<file path="src/rtl/noise_lrelu_quant.sv">
// Noise-injection + LeakyReLU + Q16.16->Q8.8 requantiser: three-stage AXI-Stream
// pipeline with a noise-map BRAM read port and frame position tracking.
module noise_lrelu_quant #(
  parameter int FRAC_SHIFT  = 8,
  parameter int LRELU_ALPHA = 13107
) (
  input  logic        clk,
  input  logic        aresetn,
  input  logic [7:0]  Image_size,
  input  logic [8:0]  Channel_size,
  input  logic [15:0] noise_strength,
  input  logic [63:0] s_axis_tdata,
  input  logic        s_axis_tvalid,
  output logic        s_axis_tready,
  input  logic        s_axis_tlast,
  output logic [13:0] noise_BRAM_addr,
  output logic        enb_noise_BRAM,
  input  logic [15:0] noise_BRAM_doutb,
  output logic [15:0] m_axis_tdata,
  output logic        m_axis_tvalid,
  input  logic        m_axis_tready,
  output logic        m_axis_tlast,
  output logic        frame_err
);

  localparam logic signed [63:0] ALPHA_C = 64'(LRELU_ALPHA);
  localparam logic signed [63:0] ROUND_C = (64'sd1 <<< FRAC_SHIFT) >>> 1;

  function automatic logic [15:0] sat16(input logic signed [63:0] v);
    logic [15:0] r;
    if (v > 64'sd32767) begin
      r = 16'h7FFF;
    end else if (v < -64'sd32768) begin
      r = 16'h8000;
    end else begin
      r = v[15:0];
    end
    return r;
  endfunction

  logic               stall_s;
  logic               accept_s;
  logic [15:0]        size_sq_s;
  logic               last_pix_s;
  logic               last_ch_s;
  logic signed [31:0] noise_prod_s;
  logic [47:0]        noise_ext_s;
  logic signed [63:0] sum_ext_s;
  logic signed [63:0] slope_s;
  logic signed [63:0] act_s;
  logic signed [63:0] q_wide_s;
  logic               unused_s;

  logic        s1_valid_r;
  logic [47:0] s1_acc_r;
  logic        s1_last_r;
  logic        s2_valid_r;
  logic [47:0] s2_sum_r;
  logic        s2_last_r;
  logic [13:0] pix_cnt_r;
  logic [8:0]  ch_cnt_r;

  assign unused_s        = ^s_axis_tdata[63:48];
  assign stall_s         = m_axis_tvalid & ~m_axis_tready;
  assign accept_s        = s_axis_tvalid & ~stall_s;
  assign s_axis_tready   = ~stall_s;
  // Disabling the BRAM during a stall keeps doutb aligned with the held S1 beat.
  assign enb_noise_BRAM  = ~stall_s;
  assign noise_BRAM_addr = pix_cnt_r;

  assign size_sq_s    = 16'(Image_size) * 16'(Image_size);
  assign last_pix_s   = ({2'b00, pix_cnt_r} == (size_sq_s - 16'd1));
  assign last_ch_s    = (ch_cnt_r == (Channel_size - 9'd1));
  assign noise_prod_s = $signed(noise_BRAM_doutb) * $signed(noise_strength);
  assign noise_ext_s  = {{16{noise_prod_s[31]}}, noise_prod_s};

  // S3 combinational path: LeakyReLU on the S2 sum, then round-half-up requantise.
  always_comb begin
    sum_ext_s = {{16{s2_sum_r[47]}}, s2_sum_r};
    slope_s   = sum_ext_s * ALPHA_C;
    if (s2_sum_r[47]) begin
      act_s = slope_s >>> 16;
    end else begin
      act_s = sum_ext_s;
    end
    q_wide_s = (act_s + ROUND_C) >>> FRAC_SHIFT;
  end

  // S1 capture and S2 noise add.
  always_ff @(posedge clk or negedge aresetn) begin
    if (!aresetn) begin
      s1_valid_r <= 1'b0;
      s1_acc_r   <= 48'd0;
      s1_last_r  <= 1'b0;
      s2_valid_r <= 1'b0;
      s2_sum_r   <= 48'd0;
      s2_last_r  <= 1'b0;
    end else if (!stall_s) begin
      s1_valid_r <= accept_s;
      s1_acc_r   <= s_axis_tdata[47:0];
      s1_last_r  <= s_axis_tlast;
      s2_valid_r <= s1_valid_r;
      s2_sum_r   <= s1_acc_r + noise_ext_s;
      s2_last_r  <= s1_last_r;
    end
  end

  // S3 output registers drive the master stream directly.
  always_ff @(posedge clk or negedge aresetn) begin
    if (!aresetn) begin
      m_axis_tvalid <= 1'b0;
      m_axis_tdata  <= 16'd0;
      m_axis_tlast  <= 1'b0;
    end else if (!stall_s) begin
      m_axis_tvalid <= s2_valid_r;
      m_axis_tdata  <= sat16(q_wide_s);
      m_axis_tlast  <= s2_last_r;
    end
  end

  // Frame position counters and sticky framing error.
  always_ff @(posedge clk or negedge aresetn) begin
    if (!aresetn) begin
      pix_cnt_r <= 14'd0;
      ch_cnt_r  <= 9'd0;
      frame_err <= 1'b0;
    end else if (accept_s) begin
      if (s_axis_tlast) begin
        pix_cnt_r <= 14'd0;
        ch_cnt_r  <= 9'd0;
        if (!(last_pix_s && last_ch_s)) begin
          frame_err <= 1'b1;
        end
      end else if (last_pix_s) begin
        pix_cnt_r <= 14'd0;
        if (last_ch_s) begin
          ch_cnt_r  <= 9'd0;
          frame_err <= 1'b1;
        end else begin
          ch_cnt_r <= ch_cnt_r + 9'd1;
        end
      end else begin
        pix_cnt_r <= pix_cnt_r + 14'd1;
      end
    end
  end

endmodule

</file>
<file path="config.mk">
export PLATFORM = sky130hd
export DESIGN_NAME = noise_lrelu_quant
export DESIGN_NICKNAME = d
export VERILOG_FILES = /design/src/rtl/noise_lrelu_quant.sv
export SDC_FILE = /design/constraint.sdc
export NUM_CORES = 2
export LEC_CHECK = 0
export CAP_MARGIN = 30
export CORE_MARGIN = 5
export CORE_UTILIZATION = 33
export DETAILED_ROUTE_END_ITERATION = 8
export PLACE_DENSITY = 0.48
export SETUP_SLACK_MARGIN = 0.4
export SLEW_MARGIN = 20
export SYNTH_ARGS = -nofsm -noshare
export SYNTH_HDL_FRONTEND = slang
export SYNTH_SLANG_ARGS = --single-unit
export TNS_END_PERCENT = 1
</file>
<file path="constraint.sdc">
create_clock -name clk -period 11.1 [get_ports clk]
set_input_delay 2.775 -clock clk [delete_from_list [all_inputs] [get_ports clk]]
set_output_delay 2.775 -clock clk [all_outputs]
set_load 0.02 [all_outputs]
</file>
# == Yosys cells after proc, flatten, opt, wreduce, memory -nomap -nowiden ==
# Index checks and enable logic that the tools add are counted.
# word_totals
reg_bits,142
input_bits,118
out_inout_bits,35
elab_cells,47
# op_classes
addsub,6
n_mul,3
n_lt_le_gt_ge,2
n_eq_ne,3
n_mux,12
bitwise_logic,4
reduce_logical,5
# ops
op,n
"adder 64 x 9 -> 64 bit, second input constant",1
two-way mux 64 bit,1
"multiplier 48 x 15 -> 63 bit, second input constant",1
"> comparator 56 x 16 -> 1 bit, second input constant",1
"< comparator 56 x 16 -> 1 bit, second input constant",1
adder 48 bit,1
multiplier 16 x 16 -> 32 bit,1
two-way mux 16 bit,2
two-way mux 14 bit,2
two-way mux 9 bit,3
== test 14 x 16 -> 1 bit,1
multiplier 8 x 8 -> 16 bit,1
"subtractor 16 x 1 -> 16 bit, second input constant",1
"adder 14 x 1 -> 14 bit, second input constant",1
"adder 9 x 1 -> 9 bit, second input constant",1
== test 9 bit,1
"subtractor 9 x 1 -> 9 bit, second input constant",1
two-way mux 1 bit,4
AND reduction 4 bit,1
nonzero test 2 bit,2
bitwise AND 1 bit,2
"inequality test 2 bit, second input constant",1
inverter 1 bit,2
AND reduction 2 bit,1
logical AND 1 bit,1

# == Longest topological paths before layout ==
# depth
word_depth,6
depth_mapped,40
mapped_depth_nobuf,39

# == Least setup slack after synthesis ==
# OpenSTA, ideal clock, no wires.
# synth_timing
kind,input to register
from,input port noise_strength[6]
to,register s2_sum_r[46]
setup_ns,0.133
t_arrival_ns,11.078
required_ns,10.967
slack_ns,-0.112
stages,35
path_cell_list,clkbuf_1 -> nand2_1 -> fa_1 -> inv_1 -> fa_1 -> inv_1 -> fa_1 -> inv_1 -> fa_1 -> inv_1 -> fa_1 -> inv_1 -> fa_1 -> ha_1 -> nand3_1 -> o21ai_0 -> o211ai_1 -> a311oi_1 -> o21ai_0 -> a21boi_0 -> o41ai_1 -> o21ai_0 -> a21oi_1 -> xnor2_1 -> ha_1 -> a21o_1 -> a21o_1 -> a21o_1 -> a21o_1 -> a21o_1 -> a21o_1 -> a21o_1 -> a31oi_1 -> xor2_1 -> o21ai_0
# synth_via
elab_chain_len,2
# synth_lines
element,line,text
start: declaration,11,"input logic [15:0] noise_strength,"
multiplier 16 x 16 -> 32 bit,74,assign noise_prod_s = $signed(noise_BRAM_doutb) * $signed(noise_strength);
adder 48 bit,103,s2_sum_r <= s1_acc_r + noise_ext_s;
end signal: assignment,103,
end: declaration,58,logic [47:0] s2_sum_r;
# Every way passes these cells.
# A chain may end at the register's enable or synchronous reset.

# == Worst setup path in the final report ==
# layout_timing
from,input port noise_BRAM_doutb[7]
to,register s2_sum_r[45]
# layout_via
elab_chain_len,2
# layout_lines
element,line,text
start: declaration,18,"input logic [15:0] noise_BRAM_doutb,"
multiplier 16 x 16 -> 32 bit,74,
adder 48 bit,103,
# Every way passes these cells.

==> flow_summary.json <==
{
  "status": "complete, no violations",
  "fmax_ghz": 0.0955,
  "critPathBufInv": 10,
  "die_h_um": 326,
  "ios": 153,
  "drt_iter0_markers": 1220,
  "ys_seq_elements": 142,
  "relSlewSlack_pct": 36.2,
  "final_layout_size_suffix_gt1_share_pct": 12.8,
  "synth_cell_types": 100,
  "ys_top_cells_by_count": "inv_1 (617), fa_1 (557), nand2_1 (462)",
  "antenna_found_initial": 4,
  "cts_made_buffers": 17,
  "ys_top_cells_by_area": "fa_1 (34%), ha_1 (14%), dfrtp_1 (11%)",
  "min_period_ns": 10.47,
  "dieArea_mm2": 0.107,
  "path_depth": 39,
  "startpoint": "noise_BRAM_doutb[7]",
  "drc_errors": 0,
  "worstMarginPinSlew_ns": 0.933,
  "syn_nets": 4720,
  "hold_violations": 0,
  "grt.total_usage_pct": 16.9,
  "ys_warn_count": 0,
  "end_kind": "flip-flop",
  "num_rows": 116,
  "tns_ns": 0,
  "place_congestion": 0.882,
  "synth_edf_count": 0,
  "worstHoldStart": "m_axis_tlast",
  "hold_class": "flip-flop to flip-flop",
  "firstDrtPassIters": 5,
  "grt.overflow.total": 0,
  "cp_max_fo": 8,
  "setup_violations": 0,
  "dpl.hpwl_um": 76300,
  "cts_max_level": 4,
  "hold-worst-slack_ns": 0.471,
  "cts_root_buffer": "clkbuf_16",
  "path_common_cell": "fa_1",
  "yosys.area.top_type_share_pct": 33.8,
  "first_global_vias": 27100,
  "die_w_um": 326,
  "grt_start_max_net_pins": 94,
  "io_buffers": 136,
  "hold_end": "m_axis_tlast",
  "hold_depth": 2,
  "finalClockSkew_ns": 0.0192,
  "vias": 25700,
  "crit_arrival_ns": 10.80,
  "critPathLaunchType": "primary input",
  "clockBufferDepth": 2,
  "cp_top_family": "adder cells",
  "synth_area_mm2": 0.0330,
  "tritoncts": "built",
  "fin_crit_sh_pct": 94.3,
  "clkTransAtPathRegs_ns": 0.07,
  "insertion_delay_ns": 0.49,
  "worstReg2RegEnd": "m_axis_tdata[10]",
  "maxCapViolCount": 0,
  "critPathSlowestCell": "fa_1",
  "ant_nets": 0,
  "r2r_cells": 25,
  "ys.flop_type": "dfrtp_1",
  "start_util_pct": 33.1,
  "grt_pass1_wl_um": 145000,
  "cp_slowest_stage_delay_ns": 0.54,
  "rsz0062_at_grt": "yes",
  "core-area_mm2": 0.0997,
  "synthesis.area_per_instance_um2": 8.97,
  "required_ns": 11.43,
  "critical_path_class": "primary input to flip-flop",
  "final_max_slew_viol_count": 0,
  "reg2reg_from": "s2_sum_r[19]",
  "yosysTopAreaCell": "fa_1",
  "final_nets": 5045,
  "clock-sinks": 142,
  "syn_inst": 3684,
  "post-synth-top-count-cell": "inv_1",
  "ys_seq_area_share_pct": 10.8,
  "rrSetupSlack_ns": 1.16,
  "viasPerCell": 4.82,
  "async_flop_share_pct": 100,
  "area_growth_pct": 18.2,
  "wl_per_cell_um": 16.7,
  "finalWirelength_um": 88700
}
## final cells by class
| class | count | area, um^2 |
|---|---|---|
| repair buffers | 419 | 3600 |
| clock inverters | 15 | 198 |
| well taps | 1298 | 1620 |
| inverters | 618 | 2320 |
| clock buffers | 17 | 425 |
| diodes | 2 | 5.00 |
| flip-flops and latches | 142 | 3560 |
| fillers | 10100 | 60700 |
| multi-input cells | 2811 | 27300 |
## routing by layer
metal  wire (um)  GRT usage, %  vias to the layer above  part of all wire, %
li1            -             -                    12600                    -
met1       42400          23.8                    12600                   48
met2       41500          27.7                      337                   47
met3        3230          2.51                       76                  3.6
met4        1510          3.63                        2                  1.7
met5          17             0                        -                0.019
## sequential cells by signal (all words and copies together), names as in the netlist
signal,count
frame_err,1
s2_last_r,1
m_axis_tlast,1
noise_BRAM_addr,14
ch_cnt_r,9
m_axis_tvalid,1
s1_acc_r,48
s1_valid_r,1
m_axis_tdata,16
s2_valid_r,1
s1_last_r,1
s2_sum_r,48
## what timing repair did
| action | in CTS | in global routing |
|---|---|---|
| buffers inserted | 18 | 13 |
| pin swaps | 100 | 114 |
| gates resized for setup | 128 | 132 |
| setup endpoints to repair | 16 | 14 |
| cloned | 3 | 0 |
| hold buffers | 0 | 0 |
## worst reg2reg max path: stages, from the launching register on
cell       delay [ns]
dfrtp_1          0.53
ha_1             0.56
fa_1             0.49
fa_1             0.49
fa_1             0.52
fa_1             0.57
inv_1            0.06
fa_1             0.50
inv_1            0.04
ha_1             0.39
a21o_1           0.23
a31oi_1          0.42
nor2_1           0.10
a211o_1          0.35
a221oi_1         0.73
a21oi_1          0.18
a2111oi_1        0.47
xnor2_1          0.20
o2bb2ai_1        0.18
or4bb_1          0.54
nor4_1           0.37
xnor2_1          0.13
or4_1            0.47
o31ai_4          0.70
a21oi_1          0.41
a21oi_2          0.23
## worst max path at each step
stage	slack, ns	to
floorplan	0.39	s2_sum_r[42]
finish	0.63	s2_sum_r[45]
global placement	-1.04	s2_sum_r[42]
CTS	0.41	s2_sum_r[42]
detailed placement	-0.99	s2_sum_r[42]
global route	0.25	s2_sum_r[42]
## through the flow
step           instances  worst slack, ns  area, um^2  utilization (%)
6_report            5322            0.634       39000             39.1
3_5_place_dp        5251           -0.993       37500             37.6
5_1_grt             5322            0.249       39000             39.1
3_3_place_gp        5251            -1.04       37500             37.6
2_1_floorplan       3684            0.390       33100                -
4_1_cts             5304            0.408       38700             38.8
## logic make-up (layout without fill, tap and decap cells)
logic type               after synthesis  count (layout)  synth area share, %
multiplexers                          17              17                0.538
other                                  0               2                    0
flip-flops                           142             142                 10.8
buffers and inverters                731            1069                 8.39
adder cells (fa/ha/maj)              918             918                 47.4
XOR/XNOR                             202             202                 5.38
AO/OA/AOI/OAI                        594             594                 11.9
AND/OR/NAND/NOR                     1080            1080                 15.6
## cells in the final DEF (no fill, tap or decap), drive strengths merged, types with 24 or more instances in the layout
cell type | synthesis | final
or3 | 27 | 27
nand2b | 32 | 32
nor2 | 182 | 182
and2 | 117 | 117
o21ai | 113 | 113
ha | 361 | 361
and3 | 35 | 35
buf | 19 | 286
a31oi | 24 | 24
nand4 | 36 | 36
nand2 | 462 | 462
a21oi | 193 | 193
dfrtp | 142 | 142
clkdlybuf4s50 | 0 | 104
nor3 | 41 | 41
nand3 | 54 | 54
nor2b | 32 | 32
inv | 618 | 626
clkbuf | 94 | 37
a21o | 81 | 81
xor2 | 82 | 82
fa | 557 | 557
xnor2 | 120 | 120
Power is left out: the tool's default activity adds up to more than one toggle a clock period on the data nets, which glitch-free logic cannot reach.
